## config.mk

```make
export PLATFORM = sky130hd
export DESIGN_NAME = incr_arbiter
export DESIGN_NICKNAME = d
export VERILOG_FILES = /design/src/rtl/incr_arbiter.sv
export SDC_FILE = /design/constraint.sdc
export NUM_CORES = 1
export LEC_CHECK = 0
export BUFFER_PORTS_ARGS = -buffer_cell sky130_fd_sc_hd__buf_2
export CORE_AREA = 3 3 145 147
export DETAILED_ROUTE_END_ITERATION = 12
export DIE_AREA = 0 0 148 150
export MAX_ROUTING_LAYER = met4
export PLACE_DENSITY_LB_ADDON = 0.15
export SLEW_MARGIN = 20
export SYNTH_ARGS = -nofsm -noshare
export SYNTH_HDL_FRONTEND = slang
export SYNTH_SLANG_ARGS = --single-unit
```

## constraint.sdc

```tcl
create_clock -name clk -period 8.4 [get_ports clk]
set_input_delay 1.68 -clock clk [delete_from_list [all_inputs] [get_ports clk]]
set_output_delay 1.68 -clock clk [all_outputs]
set_load 0.05 [all_outputs]
```

## src/rtl/incr_arbiter.sv

```systemverilog
// incr_arbiter: round-robin arbiter sharing one WIDTH-bit incrementer between
// NREQ requesters. The winner's operand+1 is registered with its index in a
// single-entry response register; a wrapping counter tallies accepted grants.
module incr_arbiter #(
   parameter  int NREQ  = 4,
   parameter  int WIDTH = 70,
   parameter  int CNTW  = 8,
   localparam int IDW   = $clog2(NREQ)
) (
   input  logic                  clk,
   input  logic                  reset_l,
   input  logic [NREQ-1:0]       req_valid,
   input  logic [NREQ*WIDTH-1:0] req_data,
   output logic [NREQ-1:0]       req_ready,
   output logic                  rsp_valid,
   output logic [IDW-1:0]        rsp_id,
   output logic [WIDTH-1:0]      rsp_data,
   input  logic                  rsp_ready,
   output logic [CNTW-1:0]       grant_count
);

   logic [WIDTH-1:0] op [NREQ];

   logic             rsp_valid_q, rsp_valid_d;
   logic [IDW-1:0]   rsp_id_q, rsp_id_d;
   logic [WIDTH-1:0] rsp_data_q, rsp_data_d;
   logic [CNTW-1:0]  cnt_q, cnt_d;
   logic [IDW-1:0]   ptr_q, ptr_d;

   logic             found, can_accept, grant;
   logic [IDW-1:0]   win_id;

   // (a + k) mod NREQ for k in 0..NREQ; works for non-power-of-two NREQ
   function automatic logic [IDW-1:0] wrap_add(input logic [IDW-1:0] a, input int k);
      int s;
      s = int'(a) + k;
      if (s >= NREQ) s = s - NREQ;
      return IDW'(s);
   endfunction

   // split the flat operand bus into one slice per requester
   for (genvar i = 0; i < NREQ; i++) begin : g_op
      assign op[i] = req_data[i*WIDTH +: WIDTH];
   end

   // search from ptr upward for the first valid requester; grant only if the
   // response register is free or being drained this cycle
   always_comb begin
      logic [IDW-1:0] idx;
      idx    = '0;
      found  = 1'b0;
      win_id = '0;
      for (int k = 0; k < NREQ; k++) begin
         idx = wrap_add(ptr_q, k);
         if (!found && req_valid[idx]) begin
            found  = 1'b1;
            win_id = idx;
         end
      end
      can_accept = !rsp_valid_q || rsp_ready;
      grant      = found && can_accept;
      req_ready  = '0;
      if (grant) req_ready[win_id] = 1'b1;
   end

   // response register / pointer / counter next state; a grant in the same
   // cycle as a drain simply overwrites, so there is no bubble
   always_comb begin
      rsp_valid_d = rsp_valid_q;
      rsp_id_d    = rsp_id_q;
      rsp_data_d  = rsp_data_q;
      cnt_d       = cnt_q;
      ptr_d       = ptr_q;
      if (grant) begin
         rsp_valid_d = 1'b1;
         rsp_id_d    = win_id;
         rsp_data_d  = op[win_id] + 1'b1;
         ptr_d       = wrap_add(win_id, 1);
         cnt_d       = cnt_q + 1'b1;
      end else if (rsp_valid_q && rsp_ready) begin
         rsp_valid_d = 1'b0;
      end
   end

   // state registers; reset discards any in-flight response
   always_ff @(posedge clk or negedge reset_l) begin
      if (!reset_l) begin
         rsp_valid_q <= 1'b0;
         rsp_id_q    <= '0;
         rsp_data_q  <= '0;
         cnt_q       <= '0;
         ptr_q       <= '0;
      end else begin
         rsp_valid_q <= rsp_valid_d;
         rsp_id_q    <= rsp_id_d;
         rsp_data_q  <= rsp_data_d;
         cnt_q       <= cnt_d;
         ptr_q       <= ptr_d;
      end
   end

   assign rsp_valid   = rsp_valid_q;
   assign rsp_id      = rsp_id_q;
   assign rsp_data    = rsp_data_q;
   assign grant_count = cnt_q;

endmodule

```

# --- After elaboration in Yosys (flattened, before gate mapping) ---
# Index checks and enable logic that the tools add are counted.
word_totals:
  register_bits: 83
  input_bits: 287
  out_inout_bits: 85
  word_cells: 70
op_classes:
  n_addsub: 11
  magnitude_cmp: 12
  muxes: 29
  bitwise: 1
  n_reduce_logical: 12
ops:
  columns: ["operator", "n"]
  rows:
  - ["$bmux W70 S2", 1]
  - ["$mux W70", 2]
  - ["$add A70 B1 Y70 const B", 1]
  - ["$mux W2", 9]
  - ["$ge A3 B3 Y1 const B", 5]
  - ["$lt A2 B3 Y1 const B", 5]
  - ["$mux W1", 11]
  - ["$sub A2 B1 Y2 const B", 5]
  - ["$add A8 B1 Y8 const B", 1]
  - ["$bmux W1 S2", 4]
  - ["$add A2 B1 Y3 const B", 2]
  - ["$add A2 B2 Y3 const B", 2]
  - ["$logic_and A1 B1 Y1", 6]
  - ["$logic_not A1 Y1", 4]
  - ["$mux W4", 1]
  - ["$ge A2 B3 Y1 const B", 1]
  - ["$not A2 Y3", 1]
  - ["$demux W1 S2", 1]
  - ["$ge A2 B1 Y1 const B", 1]
  - ["$reduce_bool A2 Y1", 1]
  - ["$logic_or A1 B1 Y1", 1]

# --- Longest topological paths before layout ---
depth:
  ltp_word: 19
  depth_mapped: 18
  depth_no_buf: 13

# --- Least setup slack after synthesis ---
# OpenSTA, ideal clock, no wires.
synth_path:
  path_kind: "input-to-output"
  startpoint: "input req_valid[1]"
  endpoint: "output req_ready[3]"
  arrival_time_ns: 4.245
  required_time_ns: 6.720
  setup_slack_ns: 2.475
  cell_stages: 12
  path_buffers: 7
  cell_sequence: "nor3b_1 a211o_1 nor2b_1 buf_2 buf_4 buf_2 buf_2 buf_2 clkbuf_1 buf_2 ha_1 and2_1"
synth_via:
  elab_chain_cells: 17
  elab_cells_between_ends: 29
  classes_between: "order compare (2); mux (19); reduce/logical (8)"
synth_lines:
  columns: ["item", "line_no", "text"]
  rows:
  - ["start, declared", "12", "input logic [NREQ-1:0] req_valid,"]
  - ["$bmux W1 S2", "55", "if (!found && req_valid[idx]) begin"]
  - ["$mux W1 (not written as such)", "55", null]
  - ["$mux W1", "55", null]
  - ["$logic_not A1 Y1", "55", null]
  - ["$logic_and A1 B1 Y1", "55", null]
  - ["$mux W1", "55", null]
  - ["$logic_not A1 Y1", "55", null]
  - ["$logic_and A1 B1 Y1", "55", null]
  - ["[2 not listed]", null, null]
  - ["$logic_and A1 B1 Y1", "55", null]
  - ["$mux W2 *", "55", null]
  - ["named net win_id[1]", "31", "logic [IDW-1:0] win_id;"]
  - ["$lt A2 B3 Y1 (not written as such) / $ge A2 B1 Y1 (equally long branches)", "63", "if (grant) req_ready[win_id] = 1'b1;"]
  - ["$logic_and A1 B1 Y1 (not written as such)", "63", null]
  - ["$mux W1 (not written as such)", "63", null]
  - ["$demux W1 S2 *", "63", null]
  - ["$mux W4 *", "63", null]
  - ["end, declared", "14", "output logic [NREQ-1:0] req_ready,"]
# Mark *: on every way through the listed nets, which the timed path passes. The rest lies on a longest branch. The select of a mux whose other input is x is not followed.

# --- Worst setup path in the final report ---
layout_path:
  startpoint: "input req_valid[2]"
  endpoint: "register rsp_data_q[63] (netlist: rsp_data[63])"
layout_via:
  elab_chain_cells: 17
  elab_cells_between_ends: 28
  classes_between: "add/sub (1); mux (19); bitwise (1); reduce/logical (7)"
layout_lines:
  columns: ["item", "line_no", "text"]
  rows:
  - ["$bmux W1 S2", "55", null]
  - ["$mux W1 (not written as such)", "55", null]
  - ["$mux W1", "55", null]
  - ["$logic_not A1 Y1", "55", null]
  - ["$logic_and A1 B1 Y1", "55", null]
  - ["$mux W1", "55", null]
  - ["$logic_not A1 Y1", "55", null]
  - ["$logic_and A1 B1 Y1", "55", null]
  - ["$mux W1", "55", null]
  - ["$logic_not A1 Y1", "55", null]
  - ["$logic_and A1 B1 Y1", "55", null]
  - ["$mux W2", "55", null]
  - ["$not A2 Y3 (not written as such)", "77", "rsp_data_d = op[win_id] + 1'b1;"]
  - ["$bmux W70 S2", "77", null]
  - ["$mux W70 (not written as such) (2 in series)", "77", null]
  - ["$add A70 B1 Y70", "77", null]
  - ["end signal, assigned", "96", "rsp_data_q <= rsp_data_d;"]
  - ["end, declared", "26", "logic [WIDTH-1:0] rsp_data_q, rsp_data_d;"]
# Parallel ways exist; a longest one is shown, timed or not. The select of a mux whose other input is x is not followed.
# A chain may end at the register's enable or synchronous reset.

==> results by stage <==
Placed design:
- After detailed placement, the total cell area comes to roughly 9400 um^2.
- The number of buffer cells added on primary ports is 371.
- The routability-driven placement congestion ratio is between 0.8 and 0.9.
- The wire-length estimate of the detail-placed layout is roughly 21000 um.

Setup path:
- The cell family contributing the most delay on the critical path is simple AND/OR/NAND/NOR gates.
- The signal on the critical path passes through buf_2 -> nand2b_1 -> a21o_1 -> and3_4 -> buf_4 -> a21oi_1 -> a32o_1 -> or4_1 -> or4_4 -> nor4_4 -> mux2i_1 -> a211o_1.
- The critical path capture point type is a flop.
- The critical path contains buffers and inverters numbering 2 combined.
- The path type of the worst setup path is in2reg.
- The largest single stage delay on the critical path is about 0.97 ns.
- The highest-delay cell along the critical path is sky130_fd_sc_hd__nor4_4.
- The critical-path maximum fanout is 60.
- Data on the critical path is required at its endpoint by 8.63 ns.
- The register-to-register path setup slack is 3.26 ns.
- The worst setup path is launched from an input port.
- The critical path starts at req_valid[2].
- In this run the critical register-to-register path is launched from ptr_q[1]$_DFFE_PN0P_.
- The worst register-to-register path ends at rsp_data[63]$_DFFE_PN0P_.
- Counting cells, the worst reg-to-reg path comes to 11.
- The signal arrival time at the worst endpoint is approximately 6.3 ns.

Routing:
- The number of DRC markers after the initial detailed-route iteration is approximately 350.
- Once detail routing completed, the nets flagged for antenna violations numbered 0.
- The final layout contains routed wiring with a total length of between 20000 and 30000 um.
- In the final routed layout, each cell accounts on average for ~18 um.
- The number of search-and-repair iterations in the first detailed-routing pass is 5.
- The ratio of routed vias to standard cells is roughly 5.3.
- The detailed router placed slightly above 8000 vias in this run.
- In the routed design, unresolved DRC markers number 0.

GRT:
- The global-route total usage across every layer is 0.238.
- The number of global-route vias before repair is 7683.
- The number of antenna violations at the first check in global routing is 1.
- Entering global routing, the biggest net connects just under 90 pins.
- The total congestion overflow is 0.
- The first global-routing pass estimated between 40000 and 50000 um of wire.

CTS:
- For this design, the sink count on the clock tree is 83.
- The count of hold-fix buffers inserted at cts is 0.
- The post-CTS setup buffer count is 0.
- The buffer depth of the longest clock path is 2.
- The insertion delay to the later sink of the worst-skew pair is about 0.35 ns.
- The CTS tree is built.
- The total CTS buffers is 9.
- The tree is rooted in a sky130_fd_sc_hd__clkbuf_16.
- The number of gates given a new drive strength after cts is 0.
- CTS built an H-tree with a depth of 3.
- The clock input transition at the sequential cells of the worst setup and hold paths is around 0.07 ns.

Timing:
- The post-layout minimum cycle time is 6.08 ns.
- The hold violation count in the final report is 0.
- Setup violations remaining at the end of the flow were counted as 0.
- In this run the tightest slew margin relative to its limit is 0.284.
- Setup repair after global routing left no endpoint under its margin.
- Adding up every negative setup slack in the final design gives 0 ns.
- The max-slew violation count was 0.
- The worst clock skew is around 0.0091 ns.
- The final clock period utilization by the worst path is 0.724.
- The maximum achievable frequency is around 160 MHz.
- The pin slew with the least headroom to its limit is approximately 1.1 ns.

Yosys:
- The register bit total from synthesis is 83.
- The proportion of synthesized chip area in sequential cells is 0.279.
- After synthesis, the share of flip-flops with an asynchronous set or reset is 1.00.
- The number of synthesized flops with an enable pin is 0.
- The synthesized netlist net count is roughly 1300.
- The average cell area after synthesis is 7.76 um^2.
- The dominant register cell in the synthesized netlist is sky130_fd_sc_hd__dfrtp_1.
- The count of warnings emitted by yosys is 0.
- The cell count after synthesis came out at around 960.
- Yosys mapped the design onto 53 distinct sky130hd cell types.
- The cell area that synthesis handed to floorplanning was 7440 um^2.

Die:
- In this run the count of I/O pins placed on the die edge is roughly 370.
- After floorplanning, the core was divided into 52 placement rows.
- In this run the standard cell core region covers around 20000 um^2.
- The die is roughly 150 um wide.
- The die footprint is ~22000 um^2.
- The vertical die dimension is roughly 150 um.
- The initial core utilization is 0.371.

Final layout:
- Summing all flip-flop and latch instances after layout gives 2080 um^2.
- The multi-input combinational cells in the finished layout cover a total of ~5000 um^2.
- The layout has between 2000 and 2500 filler cells.
- The post-layout net count is roughly 1600.
- The final cell area excluding filler cells is around 9700 um^2.
- The synthesis-to-finish area growth is 30.1%.
- Of the cells placed in the final design, the portion with a size suffix greater than 1 is 0.355.

Hold path:
- The path with the worst hold slack has its endpoint at grant_count[7]$_DFFE_PN0P_.
- In this run the most critical hold path is launched from grant_count[7]$_DFFE_PN0P_.
- Along the worst hold path, the cell count comes to 1.
- The path class of the tightest hold or removal check is reg2reg.

Pwr:
- Summed over all cells, the static leakage comes to around 4.6 nW.
- For this design the ratio of total power to cell area is 310 nW/um^2.
- The worst-case IR drop observed on VDD is roughly 0.15 mV.

Status:
- The run finished with clean final reports.

Flow run:
- The number of maximum-capacitance constraint violations is 0.
metal layers:
| layer | routed length (um) | vias up | track usage |
|---|---|---|---|
| met5 | 0 | - | - |
| met4 | 350 | 0 | 0.0522 |
| met3 | 1900 | 21 | 0.0385 |
| met2 | 13700 | 281 | 0.415 |
| met1 | 11400 | 3827 | 0.292 |
| li1 | - | 4118 | - |
sequential cells by signal, indices dropped and copies added, names as in the netlist:
name and count:
rsp_valid 1, grant_count 8, ptr_q 2, rsp_data 70
rsp_id 2
cell usage after synthesis (7+ instances only):
library cell               count  area [um^2]
sky130_fd_sc_hd__xor2_1       23          201
sky130_fd_sc_hd__dfrtp_1      83         2080
sky130_fd_sc_hd__nor2_1       54          203
sky130_fd_sc_hd__nor4_2       17          213
sky130_fd_sc_hd__and3_1        7         43.8
sky130_fd_sc_hd__clkbuf_1     25         93.8
sky130_fd_sc_hd__mux2_2       20          225
sky130_fd_sc_hd__o21ai_1      13         65.1
sky130_fd_sc_hd__buf_2        21          105
sky130_fd_sc_hd__a32oi_1       8         70.1
sky130_fd_sc_hd__nor3_1       28          140
sky130_fd_sc_hd__a21oi_1      48          240
sky130_fd_sc_hd__a32o_1       37          370
sky130_fd_sc_hd__mux2i_1      65          651
sky130_fd_sc_hd__nand4_1      24          150
sky130_fd_sc_hd__a31oi_1       8         50.1
sky130_fd_sc_hd__nor4_1       26          163
sky130_fd_sc_hd__nand3_1      37          185
sky130_fd_sc_hd__o21ai_0      33          165
sky130_fd_sc_hd__buf_4        15          113
sky130_fd_sc_hd__and2_1        7         43.8
sky130_fd_sc_hd__xnor2_1      22          193
sky130_fd_sc_hd__or3_1         8         50.1
sky130_fd_sc_hd__nand2_1     250          938
cell type report:
class / instances / share of cell area
diodes: 1 / 0.000258
well taps: 270 / 0.0349
multi-input cells: 799 / 0.515
clock buffers: 10 / 0.0247
flip-flops and latches: 83 / 0.214
inverters: 7 / 0.00284
repair buffers: 382 / 0.201
clock inverters: 6 / 0.00724
through the flow:
step                      power, W  instances  hold slack [ns]  worst slack, ns   util
after floorplan            0.00211        959            0.542             2.47      -
after global placement     0.00258       1541            0.456             2.05  0.468
after detailed placement   0.00259       1541            0.458             1.96  0.468
after CTS                  0.00303       1557            0.472             2.33  0.483
after global routing       0.00321       1558            0.483             2.02  0.483
final                      0.00300       1558            0.466             2.32  0.483
worst register-to-register path, delay by kind of cell (launching register included):
family / cells / cell delay, ns
buffers and inverters: 1 / 0.58
AO/OA/AOI/OAI: 4 / 0.89
multiplexers: 1 / 0.18
AND/OR/NAND/NOR: 5 / 2.93
flip-flops: 1 / 0.44
power breakdown:
group	switching, W	internal (W)	total (W)
clock network	0.000184	0.000242	0.000426
registers	0.000101	0.000546	0.000647
logic	0.00136	0.000572	0.00193
total	0.00164	0.00136	0.00300
worst max path at each step:
stage	endpoint	slack [ns]	cells past startpoint
final	rsp_data[63]$_DFFE_PN0P_	2.32	12
after global routing	rsp_data[45]$_DFFE_PN0P_	2.02	13
after CTS	rsp_data[63]$_DFFE_PN0P_	2.33	12
after detailed placement	rsp_data[63]$_DFFE_PN0P_	1.96	12
after global placement	rsp_data[63]$_DFFE_PN0P_	2.05	12
after floorplan	req_ready[3]	2.47	12
logic make-up after synthesis:
logic type	Yosys count	share of synthesized area
flip-flops	83	0.279
adder cells (fa/ha/maj)	6	0.0101
XOR/XNOR	45	0.0530
multiplexers	85	0.118
AND/OR/NAND/NOR	486	0.322
AO/OA/AOI/OAI	177	0.162
buffers and inverters	77	0.0562
cells in the final DEF (no fill, tap or decap), types with 4 or more instances in the layout:
cell type / netlist / routed
sky130_fd_sc_hd__a21oi_1: 48 / 48
sky130_fd_sc_hd__a32oi_1: 8 / 8
sky130_fd_sc_hd__mux2i_1: 65 / 65
sky130_fd_sc_hd__and3_1: 7 / 6
sky130_fd_sc_hd__nor4_1: 26 / 26
sky130_fd_sc_hd__nor4_2: 17 / 16
sky130_fd_sc_hd__a32o_1: 37 / 37
sky130_fd_sc_hd__ha_1: 6 / 6
sky130_fd_sc_hd__nand2_1: 250 / 250
sky130_fd_sc_hd__a31oi_1: 8 / 8
sky130_fd_sc_hd__a211o_1: 6 / 6
sky130_fd_sc_hd__xnor2_1: 22 / 22
sky130_fd_sc_hd__buf_4: 15 / 12
sky130_fd_sc_hd__clkbuf_16: 0 / 9
sky130_fd_sc_hd__a21o_1: 6 / 6
sky130_fd_sc_hd__a31o_2: 5 / 5
sky130_fd_sc_hd__nand2b_1: 4 / 4
sky130_fd_sc_hd__a22oi_1: 6 / 6
sky130_fd_sc_hd__nor4_4: 3 / 4
sky130_fd_sc_hd__inv_1: 5 / 5
sky130_fd_sc_hd__and4_1: 4 / 4
sky130_fd_sc_hd__nand4_1: 24 / 24
sky130_fd_sc_hd__xor2_1: 23 / 23
sky130_fd_sc_hd__mux2_2: 20 / 20
sky130_fd_sc_hd__or3_1: 8 / 8
sky130_fd_sc_hd__o21ai_0: 33 / 33
sky130_fd_sc_hd__buf_2: 21 / 370
sky130_fd_sc_hd__dfrtp_1: 83 / 83
sky130_fd_sc_hd__and2_1: 7 / 7
sky130_fd_sc_hd__nor2_1: 54 / 54
sky130_fd_sc_hd__nand3_1: 37 / 37
sky130_fd_sc_hd__nor3_1: 28 / 28
sky130_fd_sc_hd__o21ai_1: 13 / 13
Power figures use the tool's default switching activity.
